`src/rtl/led_step_pkg.sv`:
```
// Shared types and constant helpers for the LED step controller.
package led_step_pkg;

  typedef enum logic [1:0] {
    S_IDLE  = 2'd0,
    S_RUN_R = 2'd1,
    S_RUN_L = 2'd2
  } state_t;

  localparam logic [1:0] DIR_R = 2'b10;
  localparam logic [1:0] DIR_L = 2'b01;

  // Cycles per step period; a rate at or above the clock collapses to one cycle.
  function automatic logic [31:0] step_div(input logic [31:0] clk_hz,
                                           input logic [31:0] step_hz,
                                           input logic [1:0]  spd);
    logic [31:0] rate;
    logic [31:0] div;
    rate = step_hz << spd;
    div  = (rate == 32'd0) ? clk_hz : clk_hz / rate;
    return (div < 32'd1) ? 32'd1 : div;
  endfunction

  function automatic logic [31:0] db_cycles(input logic [31:0] clk_hz,
                                            input logic [31:0] ms);
    logic [31:0] n;
    n = clk_hz / 32'd1000 * ms;
    return (n < 32'd1) ? 32'd1 : n;
  endfunction

endpackage

```
`src/rtl/sw_debounce.sv`:
```
// One switch channel: 2-FF synchronizer followed by a stable-time debounce counter.
module sw_debounce #(
  parameter int unsigned DB_CYC = 1
) (
  input  logic iClk,
  input  logic iRst_n,
  input  logic i_raw,
  output logic o_db
);

  localparam int unsigned    CW   = (DB_CYC > 1) ? $clog2(DB_CYC) : 1;
  localparam logic [CW-1:0]  LAST = CW'(DB_CYC - 1);

  logic          r_s1;
  logic          r_s2;
  logic          r_db;
  logic [CW-1:0] r_cnt;

  always_ff @(posedge iClk or negedge iRst_n) begin
    if (!iRst_n) begin
      r_s1  <= 1'b0;
      r_s2  <= 1'b0;
      r_db  <= 1'b0;
      r_cnt <= '0;
    end else begin
      r_s1 <= i_raw;
      r_s2 <= r_s1;
      // Any cycle where the input agrees with the accepted level restarts the wait.
      if (r_s2 == r_db) begin
        r_cnt <= '0;
      end else if (r_cnt == LAST) begin
        r_db  <= r_s2;
        r_cnt <= '0;
      end else begin
        r_cnt <= r_cnt + CW'(1);
      end
    end
  end

  assign o_db = r_db;

endmodule

```
`src/rtl/led_step_ctrl.sv`:
```
// Switch front end for the LED rotator: debounced direction FSM plus rate-limited step strobes.
// Optional build macro STEP_FIRST_EDGE_EN: emit a strobe immediately on entering a run state.
module led_step_ctrl
  import led_step_pkg::*;
#(
  parameter int unsigned CLK_HZ      = 50_000_000,
  parameter int unsigned DEBOUNCE_MS = 20,
  parameter int unsigned STEP_HZ     = 4
) (
  input  logic       iClk,
  input  logic       iRst_n,
  input  logic [1:0] iSW,
  input  logic [1:0] iSpeed,
  output logic [1:0] oSW,
  output logic       oBusy
);

  localparam int unsigned DB_CYC   = db_cycles(CLK_HZ, DEBOUNCE_MS);
  localparam int unsigned BASE_DIV = CLK_HZ / STEP_HZ;
  localparam int unsigned CNT_W    = (BASE_DIV > 1) ? $clog2(BASE_DIV) : 1;

  // Terminal counts for the four rates, folded to constants so no divider is built.
  localparam logic [CNT_W-1:0] LIM_0 = CNT_W'(step_div(CLK_HZ, STEP_HZ, 2'd0) - 32'd1);
  localparam logic [CNT_W-1:0] LIM_1 = CNT_W'(step_div(CLK_HZ, STEP_HZ, 2'd1) - 32'd1);
  localparam logic [CNT_W-1:0] LIM_2 = CNT_W'(step_div(CLK_HZ, STEP_HZ, 2'd2) - 32'd1);
  localparam logic [CNT_W-1:0] LIM_3 = CNT_W'(step_div(CLK_HZ, STEP_HZ, 2'd3) - 32'd1);

  logic [1:0]       w_db;
  state_t           r_state;
  state_t           w_next;
  logic [CNT_W-1:0] r_cnt;
  logic [CNT_W-1:0] w_lim;
  logic [1:0]       r_spd;
  logic [1:0]       r_osw;
  logic [1:0]       w_strobe;
  logic [1:0]       w_dir;
  logic             w_change;
  logic             w_wrap;

  sw_debounce #(.DB_CYC(DB_CYC)) u_db_r (
    .iClk   (iClk),
    .iRst_n (iRst_n),
    .i_raw  (iSW[1]),
    .o_db   (w_db[1])
  );

  sw_debounce #(.DB_CYC(DB_CYC)) u_db_l (
    .iClk   (iClk),
    .iRst_n (iRst_n),
    .i_raw  (iSW[0]),
    .o_db   (w_db[0])
  );

  always_comb begin
    w_next = r_state;
    case (r_state)
      S_IDLE: begin
        if (w_db[1])      w_next = S_RUN_R;
        else if (w_db[0]) w_next = S_RUN_L;
      end
      S_RUN_R: begin
        if (!w_db[1]) w_next = w_db[0] ? S_RUN_L : S_IDLE;
      end
      S_RUN_L: begin
        if (w_db[1])       w_next = S_RUN_R;
        else if (!w_db[0]) w_next = S_IDLE;
      end
      default: w_next = S_IDLE;
    endcase
  end

  always_comb begin
    case (r_spd)
      2'd0:    w_lim = LIM_0;
      2'd1:    w_lim = LIM_1;
      2'd2:    w_lim = LIM_2;
      default: w_lim = LIM_3;
    endcase
  end

  assign w_change = (w_next != r_state);
  assign w_wrap   = (r_state != S_IDLE) && (r_cnt == w_lim);
  assign w_dir    = (r_state == S_RUN_R) ? DIR_R : DIR_L;

  // Back-to-back pulses would merge into a level, so a wrap right after a pulse is skipped.
  always_comb begin
    w_strobe = 2'b00;
    if (w_wrap && !w_change && (r_osw == 2'b00)) w_strobe = w_dir;
`ifdef STEP_FIRST_EDGE_EN
    if (w_change && (w_next != S_IDLE)) w_strobe = (w_next == S_RUN_R) ? DIR_R : DIR_L;
`else
`endif
  end

  always_ff @(posedge iClk or negedge iRst_n) begin
    if (!iRst_n) begin
      r_state <= S_IDLE;
      r_cnt   <= '0;
      r_spd   <= 2'd0;
      r_osw   <= 2'b00;
    end else begin
      r_state <= w_next;
      r_osw   <= w_strobe;
      // Rate is only sampled at period boundaries so a running period is never cut short.
      if (w_change || w_wrap) begin
        r_cnt <= '0;
        r_spd <= iSpeed;
      end else if (r_state != S_IDLE) begin
        r_cnt <= r_cnt + CNT_W'(1);
      end
    end
  end

  assign oSW   = r_osw;
  assign oBusy = (r_state != S_IDLE);

endmodule
```
`config.mk`:
```
export PLATFORM = sky130hd
export DESIGN_NAME = led_step_ctrl
export DESIGN_NICKNAME = d
export VERILOG_FILES = /design/src/rtl/led_step_pkg.sv /design/src/rtl/sw_debounce.sv /design/src/rtl/led_step_ctrl.sv
export SDC_FILE = /design/constraint.sdc
export NUM_CORES = 1
export LEC_CHECK = 0
export BUFFER_PORTS_ARGS = -buffer_cell sky130_fd_sc_hd__clkbuf_2
export CAP_MARGIN = 20
export CORE_MARGIN = 3
export CORE_UTILIZATION = 30
export DETAILED_ROUTE_END_ITERATION = 10
export SLEW_MARGIN = 20
export SYNTH_ARGS = -nofsm -noshare
export SYNTH_HDL_FRONTEND = slang
export SYNTH_SLANG_ARGS = --single-unit
```
`constraint.sdc`:
```
create_clock -name iClk -period 1.94 [get_ports iClk]
set_input_delay 0.097 -clock iClk [delete_from_list [all_inputs] [get_ports iClk]]
set_output_delay 0.097 -clock iClk [all_outputs]
set_load 0.02 [all_outputs]
```
==> results by group <==
Timing
  • Count of pins over their slew limit: 0
  • Worst-margin pin slew: 499 ps
  • Post-route setup TNS: -3370 ps
  • RSZ-0062 raised after global routing: yes
  • Max_slew headroom: 66.4%
  • Final worst path period share: 108%
  • Final Hold Fails: 0
  • Finish-stage setup viols: 28
  • Clk_skew: 7.50 ps
  • Slack of the critical path: -155 ps
  • Fmax: 477 MHz
  • Period minus WS final: approximately 2100 ps

Global route
  • Largest net degree at the start of global routing: 47
  • Initial antenna violation count: 0
  • Total gr overflow: 0
  • Total track usage: a little under an eighth
  • Vias in the first global route: 2925
  • Global-route wire length before repair: 13800 um

Place
  • GP Congestion: between 0.8 and 0.9
  • Placed insts: 598
  • Port bufs: 8
  • Post-Place Cell Area: 0.00439 mm2
  • Hpwl dp: 5400 um
  • Pre-CTS setup slack: -157 ps

Final layout
  • # diodes: 0
  • Area used by multi-input combinational logic: 0.00188 mm2
  • Register Area: 0.00190 mm2
  • Finished Layout Cells: around 620
  • Fillcell total: around 1200
  • Share of cells above drive strength 1: 21.5%
  • Most common cell after layout, fill and taps aside: nor2_1
  • Commonest cells after routing, fill and taps aside: 78 x nor2_1, 75 x dfrtp_1, 46 x buf_4, 44 x xor2_1, 29 x nand2_1
  • Area grow syn2layout: 30.2%
  • Final net count: 460
  • Post-route cell area: 0.00490 mm2

Drt
  • Drt total wl: 8080 um
  • Vias per cell: 4.70
  • Residual DRC: 0
  • Routed Antenna Nets: 0
  • Router iterations before antenna repair: 5
  • Initial drt markers: between 200 and 250
  • Via count: 2933
  • Routed wire per std cell: 13.0 um

Synth
  • Adder-cell area share of the yosys netlist: 0.998%
  • Yosys warning count: 0
  • Ys flop type: dfrtp_1
  • Mapped Area: approximately 0.0038 mm2
  • Mux cell area share after synthesis: 0.898%
  • Main combinational cell family by area after synthesis: simple AND/OR/NAND/NOR gates
  • Synth Area in XOR/XNOR: 14.4%
  • Register area share after synthesis: 50.5%
  • Simple-Gate Fraction of Synth Area: roughly a quarter
  • Mean Syn Cell Area: roughly 9.7 um2
  • Syn_nets: 395
  • Ys async rst share: 100%
  • EDFF count, synth: 0
  • FF+latch count, synth: 76
  • Post-synthesis compound-gate area fraction: 5.19%
  • Synth unique cells: 44
  • Mapped Cells: 386

Clocking
  • Max clock buf depth: 2
  • CTS buffer count: 9
  • Clock Sinks: 76
  • Root Buffer: clkbuf_16
  • Reg clk slew, reported paths: 60 ps
  • CTS tree: done
  • Later-pin clock latency in the skew report: ~330 ps
  • CTS HTree Levels: 3

Pwr
  • Total power: roughly 3.4 mW
  • P per Cell Area: just under 700 mW/mm2
  • Leak Pwr: ~2.2 nW
  • VDD IR max: between 0.4 and 0.5 mV

Worst setup path
  • FF-to-FF End: r_spd[1]
  • Slowest CP cell: dfrtp_1
  • R2R cell count: 6
  • Startpoint Class: flip-flop
  • Worst-path maximum fanout: 5
  • Max stage delay on crit path: 450 ps
  • Data required time of the worst path: between 2000 and 2500 ps
  • Type of the worst setup path: flip-flop to flip-flop
  • Crit-path cells: nor4bb_4, nor3_1, a211o_1, o41ai_4, buf_6, mux2_4
  • Worst Setup End Kind: flip-flop
  • Critical R2R Launch: r_cnt[7]
  • Flop-to-flop setup slack: -150 ps
  • Arrival @ worst endpoint: 2310 ps

Worst hold path
  • Hold Path Class: input port to flip-flop
  • Hold Path Depth: 2
  • Hold_sp: iSpeed[1]
  • Hold worst-path end: r_spd[1]

Floorplan
  • Core outline area: 0.0121 mm2
  • Die Footprint: 0.0139 mm2
  • Starting Density: 31.1%
  • Die height: 118 um
  • Io pins: 9
  • Row count: 40
  • Die extent in x: 118 um

Outcome
  • Failing checks: negative setup slack
  • Status: complete, but fails checks

Job
  • Max Cap Viol: 0
## flip-flops by register name, summed over array words and instances, names as in the netlist
name and cells:
u_db_r.r_s1 1, u_db_l.r_s1 1, r_state 2, oSW 2, u_db_r.o_db 1, u_db_r.r_s2 1, u_db_r.r_cnt 20, u_db_l.r_cnt 20
r_spd 2, u_db_l.r_s2 1, u_db_l.o_db 1, r_cnt 24
## worst max-delay path, delay by kind of cell (launching register included)
| kind | cells | cell delay, ps |
|---|---|---|
| simple gates | 2 | 390 |
| compound gates | 2 | 670 |
| buf+inv | 1 | 160 |
| flops | 1 | 450 |
| mux | 1 | 290 |
## worst max-delay path by stage
stage	cells after the start	from	end
after floorplan	6	r_spd[1]	r_spd[0]
after global placement	5	r_spd[1]	oSW[1]
after detailed placement	7	r_cnt[17]	r_cnt[10]
after CTS	5	r_spd[1]	r_spd[1]
after global routing	6	r_cnt[7]	r_spd[1]
final	6	r_cnt[7]	r_spd[1]
## where the power goes
group,total (mW),internal [mW],switching (mW)
Sequential,1.61,1.60,0.0122
Clock,1.69,1.03,0.662
Combinational,0.0904,0.0334,0.0570
## cell families after synthesis
group	count (synthesis)
adder cells (fa/ha/maj)	3
multiplexers	3
flip-flops	76
AO/OA/AOI/OAI	24
AND/OR/NAND/NOR	196
XOR/XNOR	62
buffers and inverters	22
## repair_timing
item,in CTS,in global routing
endpoints found under the hold margin,33,0
setup buffers,5,0
cloned,1,0
resized for setup,14,8
pin swaps,5,1
endpoints found under the setup margin,28,47
hold buffers,4,0
## layer usage
layer  vias to the layer above  global-route usage, %  wire length (um)
met3                         8                   2.74               200
met2                        37                   19.6              3890
met5                         -                      0                 0
li1                       1454                      -                 -
met4                         0                   3.88                78
met1                      1434                   15.5              3910
## final cells by class
type / count / area share, %
sequential: 76 / 38.8
multi-input combinational: 288 / 38.4
timing repair buffer: 65 / 11.5
clock buffer: 10 / 4.88
tap: 168 / 4.29
clock inverter: 6 / 1.28
inverter: 11 / 0.843
## synth_stat cells (2+ instances only)
library cell   n  area (um2)
o21ai_0        6        30.0
xnor2_1       18         158
mux2_1         2        22.5
ha_1           3        37.5
nor4b_1        3        26.3
buf_2          4        20.0
nand2b_1       4        25.0
and2_1         3        18.8
o2111ai_1      2        17.5
inv_1         11        41.3
nand4_1       19         119
nor3_1         8        40.0
nor4_1         6        37.5
nor4bb_1       4        40.0
dfrtp_1       76        1900
nand2_1       29         109
a21boi_0       2        15.0
a211oi_1       2        15.0
clkbuf_1       6        22.5
xor2_1        44         385
a32oi_1        2        17.5
or2_2          2        12.5
nand3_1       23         115
and3_1         7        43.8
nor2_1        79         297
and4_1         3        26.3
## per-stage QoR
| stage | util [%] | hold slack, ps |
|---|---|---|
| after global placement | 36.3 | 65.8 |
| after detailed placement | 36.3 | 64.6 |
| final | 40.5 | 3.85 |
| after CTS | 40.0 | 0.286 |
| after floorplan | - | -199 |
| after global routing | 40.5 | 25.9 |
No activity file was read; power rests on OpenSTA's default activity.
